[src/rtl/mult_wb_arbiter.sv]
// mult_wb_arbiter: register-file writeback arbiter between the ALU stream and the
// mult5 stage. ALU has priority; displaced mult results wait in an in-order queue
// with write-after-write squash and backpressure toward the mult pipeline.
//
// Ports:
//   clk_i, rst_i                  clock (rising edge), async active-high reset
//   mult5_*_i                     mult result: data, dest addr, valid, trace PC
//   alu_*_i                       ALU result: data, dest addr, valid, trace PC
//   mult_stall_o                  queue full; mult pipeline must freeze
//   rf_write_{data,addr,enable}_o registered register-file write port
//   rf_pc_o                       registered PC of the retiring write
module mult_wb_arbiter #(
    parameter int unsigned DEPTH = 4
) (
    input  logic        clk_i,
    input  logic        rst_i,
    input  logic [31:0] mult5_int_write_data_i,
    input  logic [4:0]  mult5_write_addr_i,
    input  logic        mult5_int_write_enable_i,
    input  logic [31:0] mult5_pc_i,
    input  logic [31:0] alu_int_write_data_i,
    input  logic [4:0]  alu_write_addr_i,
    input  logic        alu_int_write_enable_i,
    input  logic [31:0] alu_pc_i,
    output logic        mult_stall_o,
    output logic [31:0] rf_write_data_o,
    output logic [4:0]  rf_write_addr_o,
    output logic        rf_write_enable_o,
    output logic [31:0] rf_pc_o
);

    localparam int unsigned PTR_W = $clog2(DEPTH);
    localparam int unsigned CNT_W = PTR_W + 1;

    logic [31:0]      data_q [DEPTH];
    logic [4:0]       addr_q [DEPTH];
    logic [31:0]      pc_q   [DEPTH];
    logic [DEPTH-1:0] valid_q, valid_d;
    logic [PTR_W-1:0] rd_ptr_q, rd_ptr_d, wr_ptr_q, wr_ptr_d;
    logic [CNT_W-1:0] count_q, count_d;

    logic [31:0] rf_data_q, rf_data_d, rf_pc_q, rf_pc_d;
    logic [4:0]  rf_addr_q, rf_addr_d;
    logic        rf_we_q, rf_we_d;

    logic accept, push, pop, squash;

    assign mult_stall_o      = (count_q == CNT_W'(DEPTH));
    assign accept            = mult5_int_write_enable_i && !mult_stall_o;
    assign squash            = alu_int_write_enable_i && (alu_write_addr_i != 5'd0);
    assign rf_write_data_o   = rf_data_q;
    assign rf_write_addr_o   = rf_addr_q;
    assign rf_write_enable_o = rf_we_q;
    assign rf_pc_o           = rf_pc_q;

    // Winner selection: ALU, then queue head, then direct mult bypass.
    always_comb begin
        push      = 1'b0;
        pop       = 1'b0;
        rf_data_d = rf_data_q;
        rf_addr_d = rf_addr_q;
        rf_pc_d   = rf_pc_q;
        rf_we_d   = 1'b0;
        if (alu_int_write_enable_i) begin
            rf_data_d = alu_int_write_data_i;
            rf_addr_d = alu_write_addr_i;
            rf_pc_d   = alu_pc_i;
            rf_we_d   = (alu_write_addr_i != 5'd0);
            // A same-cycle mult to the ALU's register is older, hence dead.
            push      = accept && !(squash && (mult5_write_addr_i == alu_write_addr_i));
        end else if (count_q != '0) begin
            pop       = 1'b1;
            rf_data_d = data_q[rd_ptr_q];
            rf_addr_d = addr_q[rd_ptr_q];
            rf_pc_d   = pc_q[rd_ptr_q];
            rf_we_d   = valid_q[rd_ptr_q] && (addr_q[rd_ptr_q] != 5'd0);
            push      = accept;
        end else if (accept) begin
            rf_data_d = mult5_int_write_data_i;
            rf_addr_d = mult5_write_addr_i;
            rf_pc_d   = mult5_pc_i;
            rf_we_d   = (mult5_write_addr_i != 5'd0);
        end
    end

    // Queue bookkeeping: squashed slots keep their place but lose their valid bit.
    always_comb begin
        valid_d  = valid_q;
        rd_ptr_d = rd_ptr_q + PTR_W'(pop);
        wr_ptr_d = wr_ptr_q + PTR_W'(push);
        count_d  = count_q + CNT_W'(push) - CNT_W'(pop);
        for (int i = 0; i < DEPTH; i++) begin
            if (squash && (addr_q[i] == alu_write_addr_i)) valid_d[i] = 1'b0;
            if (push && (wr_ptr_q == PTR_W'(i)))           valid_d[i] = 1'b1;
        end
    end

    // Control and output state.
    always_ff @(posedge clk_i or posedge rst_i) begin
        if (rst_i) begin
            valid_q   <= '0;
            rd_ptr_q  <= '0;
            wr_ptr_q  <= '0;
            count_q   <= '0;
            rf_data_q <= '0;
            rf_addr_q <= '0;
            rf_pc_q   <= '0;
            rf_we_q   <= 1'b0;
        end else begin
            valid_q   <= valid_d;
            rd_ptr_q  <= rd_ptr_d;
            wr_ptr_q  <= wr_ptr_d;
            count_q   <= count_d;
            rf_data_q <= rf_data_d;
            rf_addr_q <= rf_addr_d;
            rf_pc_q   <= rf_pc_d;
            rf_we_q   <= rf_we_d;
        end
    end

    // Queue payload storage; meaningless unless the slot is occupied.
    always_ff @(posedge clk_i) begin
        if (push) begin
            data_q[wr_ptr_q] <= mult5_int_write_data_i;
            addr_q[wr_ptr_q] <= mult5_write_addr_i;
            pc_q[wr_ptr_q]   <= mult5_pc_i;
        end
    end

endmodule

[config.mk]
export PLATFORM = sky130hd
export DESIGN_NAME = mult_wb_arbiter
export DESIGN_NICKNAME = d
export VERILOG_FILES = /design/src/rtl/mult_wb_arbiter.sv
export SDC_FILE = /design/constraint.sdc
export NUM_CORES = 1
export LEC_CHECK = 0
export CAP_MARGIN = 10
export CORE_AREA = 2 2 176 178
export CTS_BUF_LIST = sky130_fd_sc_hd__clkbuf_2
export DETAILED_ROUTE_END_ITERATION = 12
export DIE_AREA = 0 0 178 180
export GPL_ROUTABILITY_DRIVEN = 0
export PLACE_DENSITY_LB_ADDON = 0.2
export SYNTH_ARGS = -nofsm -noshare
export SYNTH_HDL_FRONTEND = slang
export SYNTH_SLANG_ARGS = --single-unit
[constraint.sdc]
create_clock -name clk_i -period 6.9 [get_ports clk_i]
set_input_delay 1.38 -clock clk_i [delete_from_list [all_inputs] [get_ports clk_i]]
set_output_delay 1.38 -clock clk_i [all_outputs]
set_load 0.02 [all_outputs]
==> impl_metrics.tcl <==
set metrics [dict create \
    post_route_minimum_period_ns 4.20 \
    asyncSetResetFlopFracSynth_pct 22.7 \
    pin_count 213 \
    num-nets-final 1311 \
    seq_power_share_pct 44.8 \
    power_switching_share_pct 34.2 \
    status "finished, final reports clean" \
    yosys.area.top_type_share_pct 56.0 \
    placed_cells_incl_taps 1472 \
    synth_area_mm2 0.0148 \
    postCtsResizedCells 0 \
    path_max_fanout 28 \
    layout-drive-gt1-share_pct 19.9 \
    tightestPinTransition_ns 0.951 \
    avgViaCountPerCell 5.68 \
    cts.sink_count 357 \
    synth.lib_cells_used.distinct 33 \
    postSynthRegisterBits 357 \
    max-slew-margin-rel_pct 36.6 \
    synth_ff_type "sky130_fd_sc_hd__edfxtp_1" \
    post-synth-top-count-cell "sky130_fd_sc_hd__edfxtp_1" \
    reg_to_reg_endpoint "pc_q[0][24]" \
    first_pass_grt_wire_length_um 54800 \
    cp_data_required_time_ns 5.52 \
    area.growth.synth_to_final_pct 22.6 \
    chipWidth_um 178 \
    grt_start_max_net_pins 72 \
    share_comb_of_total_power_pct 33.8 \
    count_of_buffers_inserted_at_the_top_level_ports 212 \
    route.final.wire_length_um 35000 \
    ys.warnings.count 0 \
    postSynthCellCount 925 \
    drt_first_iter_violations 784 \
    worst_hold_path.endpoint "valid_q[3]" \
    cts_post_setup_buffers_inserted 0 \
    synth_edf_count 276 \
    timing_worst_setup_path_type "reg2out" \
    final.fill_count 2385 \
    cts_made_buffers 86 \
    power.leakage_uw 0.00665 \
    cts_tree "done" \
    syn_avg_cell_area_um2 16.0 \
    min_path_cells 2 \
    place.detailed.hpwl_um 20300 \
    finalClockSkew_ns 0.0803 \
    setup.worst_path.start_class "flip-flop" \
    drc 0 \
    clockPowerShare_pct 21.4 \
    cts_root_buf "sky130_fd_sc_hd__clkbuf_2" \
    finalHoldViolCount 0 \
    holdCritPathClass "reg2reg" \
    dr.pass1.iters 7 \
    net-switching-power_uw 2400 \
    cap_violations 0 \
    number_of_cells_in_the_finished_layout_apart_from_fillers 1633 \
    detailed_place.area_mm2 0.0173 \
    antenna_violating_nets_post_route 0 \
    cts_hold_buffers 0 \
    floorplan.initialDensity_pct 49.0 \
    core.rowCount 64 \
    grt_remaining_overflow 0 \
    timing.reg2reg.setup_slack_ns 3.04 \
    clkTransAtPathRegs_ns 0.10 \
    worstSkewPairLatency_ns 0.88 \
    finalMaxSlewViolations 0 \
    timing.final.setup_violations 0 \
    wl_per_cell_um 21.4 \
    max_freq_mhz 238 \
    internal-power_uw 4610 \
    layout.cell_area.non_filler_mm2 0.0181 \
    worstReg2RegStart "count_q[2]" \
    chipHeight_um 180 \
    synthTopCellsByArea "sky130_fd_sc_hd__edfxtp_1, sky130_fd_sc_hd__dfrtp_1, sky130_fd_sc_hd__mux4_2" \
    yosysTopAreaCell "sky130_fd_sc_hd__edfxtp_1" \
    power-per-cell-area_mw_per_mm2 386 \
    endpoint_kind "output port" \
    ys_top_cells_by_count "sky130_fd_sc_hd__edfxtp_1, sky130_fd_sc_hd__dfrtp_1, sky130_fd_sc_hd__o31ai_1, sky130_fd_sc_hd__nor2_1" \
    cts.htree.levels 3 \
    worst_ir_drop_vdd_mv 0.221 \
    initial_antenna_violation_count 4 \
    hold_path.startpoint "valid_q[3]" \
    r2r_cells 6 \
    core_region_area_mm2 0.0302 \
    synth.yosys.seq_area_share_pct 69.7 \
    mapped_nets 1072 \
    first_global_vias 9857 \
    grt_setup_unrepaired "false" \
    detailroute.via_count 9268 \
    max-clock-path-buffers 3 \
    data_arrival_at_the_endpoint_of_the_critical_path_ns 2.82 \
    floorplan.die_area_mm2 0.0320 \
    globalRouteTotalUtil_pct 22.3 \
    final.period_utilization_pct 60.8 \
]
-- worst max-delay path, cell delays in order (launching register included) --
cell                              delay, ns
sky130_fd_sc_hd__dfrtp_1               0.46
sky130_fd_sc_hd__or3b_2                0.79
sky130_fd_sc_hd__inv_1                 0.12
sky130_fd_sc_hd__clkdlybuf4s50_1       0.60
-- layer usage --
layer	track usage [%]	wire length, um	up-vias	part of all wire, %
met5	0	13	-	0.037
met4	6.72	440	2	1.3
met3	4.67	2310	36	6.6
met2	36.6	17400	332	50
met1	30.2	14800	4723	42
li1	-	-	4175	-
-- how the worst max path moves through the flow --
stage,startpoint,endpoint,slack [ns],cells after the start
2_1_floorplan,alu_write_addr_i[2],addr_q[1][0],-0.89,6
3_3_place_gp,alu_write_addr_i[1],data_q[0][11],2.25,6
3_5_place_dp,alu_write_addr_i[3],data_q[0][13],2.23,6
4_1_cts,count_q[1],mult_stall_o,2.62,3
5_1_grt,count_q[1],mult_stall_o,2.56,3
6_report,count_q[1],mult_stall_o,2.70,3
-- per-stage QoR --
stage / setup slack, ns / setup TNS (ns) / total power, uW / utilization, % / hold WS, ns
after floorplan: -0.889 / -245.31 / 4700 / - / 0.458
final: 2.70 / 0 / 7000 / 60.1 / 0.542
after global routing: 2.56 / 0 / 7420 / 60.1 / 0.574
after detailed placement: 2.23 / 0 / 5590 / 57.1 / 0.518
after global placement: 2.25 / 0 / 5560 / 57.1 / 0.506
after CTS: 2.62 / 0 / 7100 / 60.1 / 0.543
-- final cells by class --
type	count	area (um2)	area share, %
flip-flops and latches	357	10300	56.9
multi-input cells	484	4150	22.9
repair buffers	227	2250	12.4
clock buffers	137	686	3.78
well taps	396	495	2.73
clock inverters	21	200	1.10
inverters	8	32.5	0.179
diodes	3	7.51	0.0414
-- cells in the final DEF (no fill, tap or decap), types with 15 or more instances in the layout --
cell type,instances
sky130_fd_sc_hd__edfxtp_1,276
sky130_fd_sc_hd__clkdlybuf4s50_1,210
sky130_fd_sc_hd__clkbuf_2,137
sky130_fd_sc_hd__dfrtp_1,79
sky130_fd_sc_hd__o31ai_1,73
sky130_fd_sc_hd__nor2_1,72
sky130_fd_sc_hd__mux4_2,70
sky130_fd_sc_hd__nand2_1,70
sky130_fd_sc_hd__and3_1,69
sky130_fd_sc_hd__a211oi_1,69
sky130_fd_sc_hd__xor2_1,15
-- sequential cells by signal, indices dropped and copies added, names as in the netlist --
register           cells
rf_write_data_o       32
count_q                3
pc_q                 128
wr_ptr_q               2
rf_pc_o               32
rf_write_enable_o      1
valid_q                4
rd_ptr_q               2
data_q               128
rf_write_addr_o        5
addr_q                20
-- power groups by stage --
stage / clock network [uW] / logic (uW) / registers, uW
after floorplan: 0 / 1390 / 3320
after global placement: 0 / 2380 / 3170
after detailed placement: 0 / 2400 / 3190
after CTS: 1550 / 2410 / 3150
after global routing: 1660 / 2560 / 3190
final: 1500 / 2370 / 3140
-- kinds of logic after synthesis --
group	synth area share [%]
mux	10.6
buf+inv	2.51
simple gates	7.16
fa+ha+maj	0.473
compound gates	7.81
flops	69.7
xor+xnor	1.72
(Power assumes the default switching activity.)
